<file path="src/rtl/riscv_multi_top.sv">
// riscv_multi_top -- multi-cycle RV32I subset core (lw, sw, add/sub/and/or/slt,
// addi, beq, jal) built around one unified word memory and one shared ALU,
// sequenced by a controller FSM. Anything outside the subset parks the core in
// HALT until reset.
//
// Ports
//   clk          rising-edge clock
//   rst          asynchronous active-low reset
//   pc           current PC register
//   instr        instruction register
//   state        controller state (FETCH 0 .. JAL 10, HALT 15)
//   alu_out      ALU result register
//   mem_addr     byte address presented to memory
//   mem_we       memory write enable (MEMWRITE only)
//   mem_wd_data  memory write data
//   mem_rd_data  combinational memory read data
//   instr_done   one-cycle pulse in the final state of each retired instruction
//   halted       high while in HALT
//
// Hierarchy rf._reg[] and mem._mem[] is kept stable so benches can preload.

// Register file: two combinational reads, one synchronous write, x0 hardwired.
// Contents are deliberately not reset.
module riscv_multi_rf (
  input  logic        clk,
  input  logic        i_we,
  input  logic [4:0]  i_ra1,
  input  logic [4:0]  i_ra2,
  input  logic [4:0]  i_wa,
  input  logic [31:0] i_wd,
  output logic [31:0] o_rd1,
  output logic [31:0] o_rd2
);
  logic [31:0] _reg [0:31];

  always_ff @(posedge clk)
    if (i_we && (i_wa != 5'd0)) _reg[i_wa] <= i_wd;

  assign o_rd1 = (i_ra1 == 5'd0) ? 32'd0 : _reg[i_ra1];
  assign o_rd2 = (i_ra2 == 5'd0) ? 32'd0 : _reg[i_ra2];
endmodule

// Unified word memory: combinational read, synchronous write. The word index
// is taken from the low address bits only, so larger addresses wrap.
module riscv_multi_mem #(
  parameter int WORDS = 64
) (
  input  logic        clk,
  input  logic        i_we,
  input  logic [31:0] i_addr,
  input  logic [31:0] i_wd,
  output logic [31:0] o_rd
);
  localparam int AW = $clog2(WORDS);

  logic [31:0]   _mem [0:WORDS-1];
  logic [AW-1:0] w_idx;
  logic          w_unused;

  assign w_idx    = i_addr[AW+1:2];
  assign w_unused = ^{i_addr[31:AW+2], i_addr[1:0]};

  always_ff @(posedge clk)
    if (i_we) _mem[w_idx] <= i_wd;

  assign o_rd = _mem[w_idx];
endmodule

module riscv_multi_top #(
  parameter int          MEM_WORDS = 64,
  parameter logic [31:0] RESET_PC  = 32'h0
) (
  input  logic        clk,
  input  logic        rst,
  output logic [31:0] pc,
  output logic [31:0] instr,
  output logic [3:0]  state,
  output logic [31:0] alu_out,
  output logic [31:0] mem_addr,
  output logic        mem_we,
  output logic [31:0] mem_wd_data,
  output logic [31:0] mem_rd_data,
  output logic        instr_done,
  output logic        halted
);
  localparam logic [3:0] S_FETCH    = 4'd0;
  localparam logic [3:0] S_DECODE   = 4'd1;
  localparam logic [3:0] S_MEMADR   = 4'd2;
  localparam logic [3:0] S_MEMREAD  = 4'd3;
  localparam logic [3:0] S_MEMWB    = 4'd4;
  localparam logic [3:0] S_MEMWRITE = 4'd5;
  localparam logic [3:0] S_EXECR    = 4'd6;
  localparam logic [3:0] S_EXECI    = 4'd7;
  localparam logic [3:0] S_ALUWB    = 4'd8;
  localparam logic [3:0] S_BEQ      = 4'd9;
  localparam logic [3:0] S_JAL      = 4'd10;
  localparam logic [3:0] S_HALT     = 4'd15;

  localparam logic [6:0] OP_LW   = 7'b0000011;
  localparam logic [6:0] OP_SW   = 7'b0100011;
  localparam logic [6:0] OP_R    = 7'b0110011;
  localparam logic [6:0] OP_ADDI = 7'b0010011;
  localparam logic [6:0] OP_BEQ  = 7'b1100011;
  localparam logic [6:0] OP_JAL  = 7'b1101111;

  localparam logic [2:0] A_ADD = 3'd0;
  localparam logic [2:0] A_SUB = 3'd1;
  localparam logic [2:0] A_AND = 3'd2;
  localparam logic [2:0] A_OR  = 3'd3;
  localparam logic [2:0] A_SLT = 3'd4;

  logic [3:0]  r_state;
  logic [31:0] r_pc, r_old_pc, r_instr, r_a, r_b, r_alu_out, r_data;

  logic [6:0]  w_op, w_f7;
  logic [2:0]  w_f3;
  logic [4:0]  w_rs1, w_rs2, w_rd;
  logic [31:0] w_imm_i, w_imm_s, w_imm_b, w_imm_j;
  logic        w_r_ok;
  logic [3:0]  w_dec_state;
  logic [31:0] w_alu_a, w_alu_b, w_alu_y;
  logic [2:0]  w_alu_op, w_r_alu_op;
  logic        w_alu_zero;
  logic [31:0] w_rd1, w_rd2, w_rf_wd, w_mem_addr, w_mem_rd;
  logic        w_rf_we, w_mem_we;

  // Instruction fields and immediates
  assign w_op    = r_instr[6:0];
  assign w_rd    = r_instr[11:7];
  assign w_f3    = r_instr[14:12];
  assign w_rs1   = r_instr[19:15];
  assign w_rs2   = r_instr[24:20];
  assign w_f7    = r_instr[31:25];
  assign w_imm_i = {{20{r_instr[31]}}, r_instr[31:20]};
  assign w_imm_s = {{20{r_instr[31]}}, r_instr[31:25], r_instr[11:7]};
  assign w_imm_b = {{19{r_instr[31]}}, r_instr[31], r_instr[7], r_instr[30:25],
                    r_instr[11:8], 1'b0};
  assign w_imm_j = {{11{r_instr[31]}}, r_instr[31], r_instr[19:12], r_instr[20],
                    r_instr[30:21], 1'b0};

  // Only the five supported R-type encodings are legal
  assign w_r_ok = ((w_f7 == 7'b0000000) && ((w_f3 == 3'b000) || (w_f3 == 3'b111) ||
                                            (w_f3 == 3'b110) || (w_f3 == 3'b010))) ||
                  ((w_f7 == 7'b0100000) && (w_f3 == 3'b000));

  always_comb begin
    w_dec_state = S_HALT;
    case (w_op)
      OP_LW, OP_SW: if (w_f3 == 3'b010) w_dec_state = S_MEMADR;
      OP_R:         if (w_r_ok)         w_dec_state = S_EXECR;
      OP_ADDI:      if (w_f3 == 3'b000) w_dec_state = S_EXECI;
      OP_BEQ:       if (w_f3 == 3'b000) w_dec_state = S_BEQ;
      OP_JAL:                           w_dec_state = S_JAL;
      default:                          w_dec_state = S_HALT;
    endcase
  end

  always_comb begin
    case (w_f3)
      3'b111:  w_r_alu_op = A_AND;
      3'b110:  w_r_alu_op = A_OR;
      3'b010:  w_r_alu_op = A_SLT;
      default: w_r_alu_op = w_f7[5] ? A_SUB : A_ADD;
    endcase
  end

  // Shared ALU operand steering. BEQ reuses the subtractor for equality and
  // JAL's link value is the already-incremented PC, so one adder suffices.
  always_comb begin
    w_alu_a  = r_pc;
    w_alu_b  = 32'd4;
    w_alu_op = A_ADD;
    case (r_state)
      S_DECODE: begin w_alu_a = r_old_pc; w_alu_b = w_imm_b; end
      S_MEMADR: begin w_alu_a = r_a; w_alu_b = (w_op == OP_SW) ? w_imm_s : w_imm_i; end
      S_EXECR:  begin w_alu_a = r_a; w_alu_b = r_b; w_alu_op = w_r_alu_op; end
      S_EXECI:  begin w_alu_a = r_a; w_alu_b = w_imm_i; end
      S_BEQ:    begin w_alu_a = r_a; w_alu_b = r_b; w_alu_op = A_SUB; end
      S_JAL:    begin w_alu_a = r_old_pc; w_alu_b = w_imm_j; end
      default:  ;
    endcase
  end

  always_comb begin
    case (w_alu_op)
      A_SUB:   w_alu_y = w_alu_a - w_alu_b;
      A_AND:   w_alu_y = w_alu_a & w_alu_b;
      A_OR:    w_alu_y = w_alu_a | w_alu_b;
      A_SLT:   w_alu_y = {31'd0, $signed(w_alu_a) < $signed(w_alu_b)};
      default: w_alu_y = w_alu_a + w_alu_b;
    endcase
  end
  assign w_alu_zero = (w_alu_y == 32'd0);

  // Register writeback; in JAL r_pc already holds old_pc + 4
  assign w_rf_we = (r_state == S_MEMWB) || (r_state == S_ALUWB) || (r_state == S_JAL);
  always_comb begin
    case (r_state)
      S_MEMWB: w_rf_wd = r_data;
      S_JAL:   w_rf_wd = r_pc;
      default: w_rf_wd = r_alu_out;
    endcase
  end

  assign w_mem_addr = ((r_state == S_MEMREAD) || (r_state == S_MEMWRITE)) ? r_alu_out : r_pc;
  assign w_mem_we   = (r_state == S_MEMWRITE);

  riscv_multi_rf rf (
    .clk   (clk),
    .i_we  (w_rf_we),
    .i_ra1 (w_rs1),
    .i_ra2 (w_rs2),
    .i_wa  (w_rd),
    .i_wd  (w_rf_wd),
    .o_rd1 (w_rd1),
    .o_rd2 (w_rd2)
  );

  riscv_multi_mem #(.WORDS(MEM_WORDS)) mem (
    .clk    (clk),
    .i_we   (w_mem_we),
    .i_addr (w_mem_addr),
    .i_wd   (r_b),
    .o_rd   (w_mem_rd)
  );

  always_ff @(posedge clk or negedge rst) begin
    if (!rst) begin
      r_state   <= S_FETCH;
      r_pc      <= RESET_PC;
      r_old_pc  <= 32'd0;
      r_instr   <= 32'd0;
      r_a       <= 32'd0;
      r_b       <= 32'd0;
      r_alu_out <= 32'd0;
      r_data    <= 32'd0;
    end else begin
      case (r_state)
        S_FETCH: begin
          r_instr  <= w_mem_rd;
          r_old_pc <= r_pc;
          r_pc     <= w_alu_y;
          r_state  <= S_DECODE;
        end
        S_DECODE: begin
          r_a       <= w_rd1;
          r_b       <= w_rd2;
          r_alu_out <= w_alu_y;
          r_state   <= w_dec_state;
        end
        S_MEMADR: begin
          r_alu_out <= w_alu_y;
          r_state   <= (w_op == OP_SW) ? S_MEMWRITE : S_MEMREAD;
        end
        S_MEMREAD: begin
          r_data  <= w_mem_rd;
          r_state <= S_MEMWB;
        end
        S_EXECR, S_EXECI: begin
          r_alu_out <= w_alu_y;
          r_state   <= S_ALUWB;
        end
        S_BEQ: begin
          if (w_alu_zero) r_pc <= r_alu_out;
          r_state <= S_FETCH;
        end
        S_JAL: begin
          r_pc    <= w_alu_y;
          r_state <= S_FETCH;
        end
        S_MEMWB, S_MEMWRITE, S_ALUWB: r_state <= S_FETCH;
        S_HALT:                       r_state <= S_HALT;
        default:                      r_state <= S_HALT;
      endcase
    end
  end

  assign pc          = r_pc;
  assign instr       = r_instr;
  assign state       = r_state;
  assign alu_out     = r_alu_out;
  assign mem_addr    = w_mem_addr;
  assign mem_we      = w_mem_we;
  assign mem_wd_data = r_b;
  assign mem_rd_data = w_mem_rd;
  assign instr_done  = (r_state == S_MEMWB) || (r_state == S_MEMWRITE) ||
                       (r_state == S_ALUWB) || (r_state == S_BEQ) || (r_state == S_JAL);
  assign halted      = (r_state == S_HALT);
endmodule

</file>
<file path="config.mk">
export PLATFORM = sky130hd
export DESIGN_NAME = riscv_multi_top
export DESIGN_NICKNAME = d
export VERILOG_FILES = /design/src/rtl/riscv_multi_top.sv
export SDC_FILE = /design/constraint.sdc
export NUM_CORES = 2
export LEC_CHECK = 0
export CAP_MARGIN = 30
export CELL_PAD_IN_SITES_DETAIL_PLACEMENT = 0
export CELL_PAD_IN_SITES_GLOBAL_PLACEMENT = 2
export CORE_MARGIN = 1
export CORE_UTILIZATION = 32
export CTS_BUF_LIST = sky130_fd_sc_hd__clkbuf_16
export DETAILED_ROUTE_END_ITERATION = 16
export GPL_TIMING_DRIVEN = 0
export PLACE_DENSITY_LB_ADDON = 0.1
export SLEW_MARGIN = 10
export SYNTH_ARGS = -nofsm -noshare
export SYNTH_HDL_FRONTEND = slang
export SYNTH_SLANG_ARGS = --single-unit
</file>
<file path="constraint.sdc">
create_clock -name clk -period 15.59 [get_ports clk]
set_input_delay 2.3385 -clock clk [delete_from_list [all_inputs] [get_ports clk]]
set_output_delay 2.3385 -clock clk [all_outputs]
set_load 0.02 [all_outputs]
</file>
Yosys cells after proc, flatten, opt, wreduce, memory -nomap -nowiden:

Memory sizes are Yosys's and may differ from the RTL's.
Cells that the tools add are included.

* reductions and logical operators: 31
* multipliers: 0
* shifts and indexed selects: 0
* multiplexer cells: 24
* $lt $le $gt $ge: 1
* equal/unequal tests: 26
* add/subtract/negate cells: 2
* bitwise logic cells: 2
* div/mod/pow operators: 0

Operator list (number)
* $pmux 32 s2: 3
* $pmux 32 s5: 1
* $mux 32: 4
* $pmux 32 s4: 1
* $add 32x32->32: 1
* $and 32x32->32: 1
* $logic_not 32->1: 1
* $lt 32x32->1: 1
* $or 32x32->32: 1
* $sub 32x32->32: 1
* $pmux 4 s6: 1
* $eq 7x6->1 const B: 3
* $pmux 4 s5: 1
* $eq 4x3->1 const B: 4
* $eq 4x4->1 const B: 4
* $eq 7x7->1 const B: 2
* $mux 4: 3
* $logic_or 1x1->1: 11
* $logic_not 5->1: 2
* $reduce_or 2->1: 5
* $eq 3x2->1 const B: 3
* $eq 3x3->1 const B: 3
* $pmux 3 s3: 1
* $eq 4x2->1 const B: 2
* 18 further kinds: 26

* memory bits (read-only): 0
* bits in latches: 0
* memory bits (writable): 3072
* bits of input ports: 2
* memories kept: 2
* word-level logic and storage cells: 96
* flip-flop bits (word level): 228
* output and inout port bits: 199

Memory list
* mem._mem: depth 64, bits a word 32, read ports 1, clocked after memory_dff 0, write ports 1, RTL line 56 `logic [31:0] _mem [0:WORDS-1];`
* rf._reg: depth 32, bits a word 32, read ports 2, clocked after memory_dff 0, write ports 1, RTL line 34 `logic [31:0] _reg [0:31];`

Logic depth before layout (Yosys ltp):

* depth after elaboration: 9
* gate-level depth with buffers: 23
* mapped depth without buffers: 22

By module:

From an unflattened synthesis, not the netlist that was laid out.

* cells, all modules: 8526
* area total of the unflattened synthesis: 142327.8 um2

Modules (own cells, without submodules)
* riscv_multi_mem: seq. area each 61499.0 um2, times used 1, area each 78287.6 um2, cells each 4207
* riscv_multi_rf: seq. area each 30749.5 um2, times used 1, area each 47929.7 um2, cells each 2564
* riscv_multi_top: seq. area each 5705.5 um2, times used 1, area each 16110.5 um2, cells each 1755

Least setup slack after synthesis:

No wires, ideal clock.

* kind: reg2reg
* from: reg r_instr[15], in the netlist instr[15]
* to: reg r_pc[20], in the netlist pc[20]
* arrival: 6.145 ns
* data required time: 15.496 ns
* path buffers: 7
* slack: 9.351 ns
* stages on the path, launching flop included: 21
* period minus slack after synthesis: 6.239 ns
* library setup time: 0.094 ns
* path through: dfrtp_1 clkbuf_1 buf_1 buf_2 clkbuf_1 buf_1 a221oi_1 ha_1 buf_4 nor4_1 o21ai_0 nand3_1 a21boi_0 a211oi_1 o311ai_1 a21o_1 or4b_1 nor4_4 buf_4 mux2_2 a211oi_1

* cells in the longest elaborated chain, start to end: 6
* elaborated cells on any way between the ends: 11
* classes of those cells: add/sub: 2; order compare: 1; eq/ne: 1; mux: 3; bitwise: 2; reduce/logical: 2

Ends and longest elaborated chain
* start, declared: RTL line 113 `logic [31:0] r_pc, r_old_pc, r_instr, r_a, r_b, r_alu_out, r_data;`
* start signal, assigned: RTL line 240 `r_instr <= w_mem_rd;`
* $pmux 32 s5 *: RTL line 173 `case (r_state)`
* $add 32x32->32, or another cell as far along: RTL line 190 `default: w_alu_y = w_alu_a + w_alu_b;`
* $pmux 32 s4 *: RTL line 185 `case (w_alu_op)`
* $logic_not 32->1: RTL line 193 `assign w_alu_zero = (w_alu_y == 32'd0);`
* $ne 2x2->1 (no line)
* $reduce_and 2->1 (no line)
* end signal, assigned: RTL line 242 `r_pc <= w_alu_y;`
* end signal, assigned: RTL line 264 `if (w_alu_zero) r_pc <= r_alu_out;`
* end signal, assigned: RTL line 268 `r_pc <= w_alu_y;`
* end, declared: RTL line 113

Every way passes the cells marked *; elsewhere a longest branch is shown, timed or not.
A chain may end at the register's enable or synchronous reset.

Final worst setup path:

* from: reg r_state[1], in the netlist state[1]
* to: out mem_rd_data[25]

* cells in the longest elaborated chain, start to end: 4
* elaborated cells on any way between the ends: 5
* classes of those cells: eq/ne: 2; mux: 1; reduce/logical: 1; memory: 1

Ends and longest elaborated chain
* start, declared: RTL line 112 `logic [3:0] r_state;`
* start signal, assigned: RTL line 249 `r_state <= w_dec_state;`
* start signal, assigned: RTL line 253 `r_state <= (w_op == OP_SW) ? S_MEMWRITE : S_MEMREAD;`
* $eq 4x2->1 or $eq 4x3->1 (tied branches): RTL line 205 `assign w_mem_addr = ((r_state == S_MEMREAD) || (r_state == S_MEMWRITE)) ? r_alu_out : r_pc;`
* $logic_or 1x1->1 *: RTL line 205
* $mux 32 *: RTL line 205
* $mem_v2 64x32 *
* end, declared: RTL line 82 `output logic [31:0] mem_rd_data,`

Marked as above.

==> flow_metrics.env <==
export IMPL_status="finished, final reports clean"
export IMPL_cts_root_buf="clkbuf_16"
export IMPL_start_util=0.3222
export IMPL_gp_congestion=0.8600
export IMPL_ys_seq_area_frac=0.7154
export IMPL_period_needed_ns=12.10
export IMPL_drtAntennaViolNets=0
export IMPL_synth_seq_cells=3300
export IMPL_grt_max_degree=71
export IMPL_layout_commonest_cell="edfxtp_1"
export IMPL_grt_pass1_vias=86850
export IMPL_period_share=0.7759
export IMPL_cts_max_path_buffers=4
export IMPL_clkTransAtPathRegs_ns=0.05
export IMPL_clk_latency_ns=1.01
export IMPL_layout_common_cells="3072 x edfxtp_1, 691 x a22oi_1, 608 x mux4_2"
export IMPL_io_pins=201
export IMPL_power_static_leakage_nw=46.58
export IMPL_die_h_um=656.1
export IMPL_worst_pin_slew_ns=1.403
export IMPL_syn_area_per_cell_um2=17.41
export IMPL_startpoint="state[1]$_DFF_PN0_"
export IMPL_antenna_found_initial=71
export IMPL_synth_warnings=0
export IMPL_cts_hold_buf=0
export IMPL_via_per_inst=6.075
export IMPL_drt_total_wl_um=657800
export IMPL_critPathArrivalTime_ns=9.76
export IMPL_cp_start_kind="flip-flop"
export IMPL_dp_hpwl_um=479800
export IMPL_drtIter0Drc=13580
export IMPL_syn_area_mm2=0.1369
export IMPL_max_freq_mhz=82.67
export IMPL_core_mm2=0.4249
export IMPL_hold_viol_final=0
export IMPL_syn_inst=7867
export IMPL_finish_net_count=9084
export IMPL_drcViolationCount=0
export IMPL_report_final_setup_viol=0
export IMPL_drive_gt1_frac=0.2311
export IMPL_criticalPathCategory="reg -> out"
export IMPL_wl_per_cell_um=43.92
export IMPL_required_ns=13.25
export IMPL_timing_rr_start="state[1]$_DFF_PN0_"
export IMPL_row_count=239
export IMPL_firstDrtPassIters=9
export IMPL_cts_setup_buffers=0
export IMPL_rsz0062_at_grt="false"
export IMPL_cts_buffers=376
export IMPL_fp_dieW_um=656.1
export IMPL_drv_slew=0
export IMPL_setup_ws_ns=3.494
export IMPL_htree_levels=5
export IMPL_clock_sinks=3300
export IMPL_areaGrowthSynthToFinish_pct=22.71
export IMPL_cp_max_fo=10
export IMPL_vias=90990
export IMPL_io_buffers=200
export IMPL_finClkSkew_ns=0.07768
export IMPL_slew_headroom=0.06441
export IMPL_vdd_drop_max_mv=0.08729
export IMPL_hold_start="r_old_pc[3]$_DFFE_PN0P_"
export IMPL_tritoncts="done"
export IMPL_synth_distinct_cells=109
export IMPL_synth_edff_count=3072
export IMPL_hold_class="reg -> reg"
export IMPL_maxCapViolCount=0
export IMPL_dpl_worst_slack_ns=4.739
export IMPL_grt_usage=0.2976
export IMPL_ctsResizeCount=0
export IMPL_powerDensity_mw_per_mm2=108.2
export IMPL_synth_async_sr_flop_share=0.06909
export IMPL_overflow=0
export IMPL_synth_flop_cell="edfxtp_1"
export IMPL_critPathCaptureType="output port"
export IMPL_tns_ns=0
export IMPL_dieArea_mm2=0.4305
export IMPL_grt_pass1_wl_um=854400
final timing paths:
kind / end / slack [ns] / cells after the start
worst max-delay path: mem_rd_data[25] / 3.49 / 17
worst min-delay path: r_old_pc[3]$_DFFE_PN0P_ / 0.51 / 1
worst max register to register: pc[20]$_DFFE_PN0P_ / 5.72 / 21
worst min register to register: r_old_pc[3]$_DFFE_PN0P_ / 0.51 / 1
max in group asynchronous: instr[26]$_DFFE_PN0P_ / 13.09 / 3
min in group asynchronous: r_data[25]$_DFFE_PN0P_ / 1.32 / 1
state kept, by name, indices dropped and copies added (netlist names):
signal,flops
mem._mem,2048
rf.,1024
alu_out,32
instr,32
mem_wd_data,32
pc,32
r_a,32
r_data,32
r_old_pc,32
state,4
cell families after synthesis:
kind of cell,share of synthesized area
xor gates and xnor gates,0.0008955
DFF,0.7154
adders and majority gates,0.009065
buffers and inverters,0.02051
AOI/OAI and AO/OA,0.1037
muxes,0.1152
other,0.00002739
and+or+nand+nor,0.03520
report_power, final:
group          total (mW)  internal [mW]  switching (mW)
registers            9.54           9.54         0.00105
logic              0.0341         0.0115          0.0226
clock network        8.60           4.80            3.81
synthesized netlist by cell type, types with 11 or more instances:
cell,instances,area (um^2)
a211o_1,11,96.34
a211oi_1,29,217.7
a21o_1,13,97.59
a21oi_1,235,1176
a221oi_1,203,1778
a222oi_1,35,350.3
a22o_1,197,1725
a22oi_1,691,5187
a31oi_1,199,1245
and3_1,14,87.58
and4_1,13,113.9
buf_1,136,510.5
buf_2,33,165.2
buf_6,12,135.1
clkbuf_1,357,1340
dfrtp_1,228,5705
edfxtp_1,3072,92250
ha_1,96,1201
inv_1,142,533.0
mux2_2,130,1464
mux2i_1,62,620.6
mux4_2,608,13690
nand2_1,312,1171
nand2b_1,17,106.4
nand3_1,42,210.2
nand4_1,86,538.0
nor2_1,301,1130
nor2b_1,47,294.0
nor3_1,63,315.3
nor4_1,34,212.7
o211ai_1,21,157.7
o21ai_0,125,625.6
o22ai_1,40,250.2
o31ai_1,39,292.8
xnor2_1,13,113.9
area by class of cell:
cell class,count,area (um^2)
repair buffers,708,10980
inverters,147,551.8
plain buffers,552,2409
clock buffers,381,9534
flip-flops and latches,3300,98070
diodes,18,45.04
fillers,38760,256900
clock inverters,310,2155
multi-input cells,3899,37190
well taps,5663,7086
stage by stage:
step	hold WS, ns	instances	utilization	instance area (um^2)	power [mW]
final	0.5116	14980	0.3954	168000	18.18
after global routing	0.5151	14960	0.3953	168000	18.57
after CTS	0.5094	14950	0.3951	167900	18.26
after detailed placement	0.4967	14260	0.3676	156200	9.761
after global placement	0.4896	13760	0.3439	146100	9.758
after floorplan	0.4492	7898	-	137000	9.738
critical path, cell delays in order, from the launching register on:
cell             delay (ns)
dfrtp_1                0.51
xnor2_1                0.22
nor3b_2                0.81
clkbuf_1               0.74
mux2i_2                0.87
clkinv_1               0.73
nand3_1                0.79
clkbuf_2               0.73
clkbuf_2               0.77
a31oi_1                0.35
nor4_1                 0.53
o21ai_0                0.31
buf_4                  0.25
nor3_2                 0.11
buf_4                  0.23
buf_6                  0.18
inv_1                  0.05
clkdlybuf4s50_1        0.53
layer usage:
layer	vias up	share of wire	routed length (um)	global-route usage
met2	5206	0.44	291500	0.4516
met1	49720	0.43	281000	0.4262
met4	2	0.035	22720	0.09051
met5	-	0.00026	174	0.002881
met3	871	0.095	62470	0.06537
li1	35200	-	-	-
No activity file was read; power rests on OpenSTA's default activity.
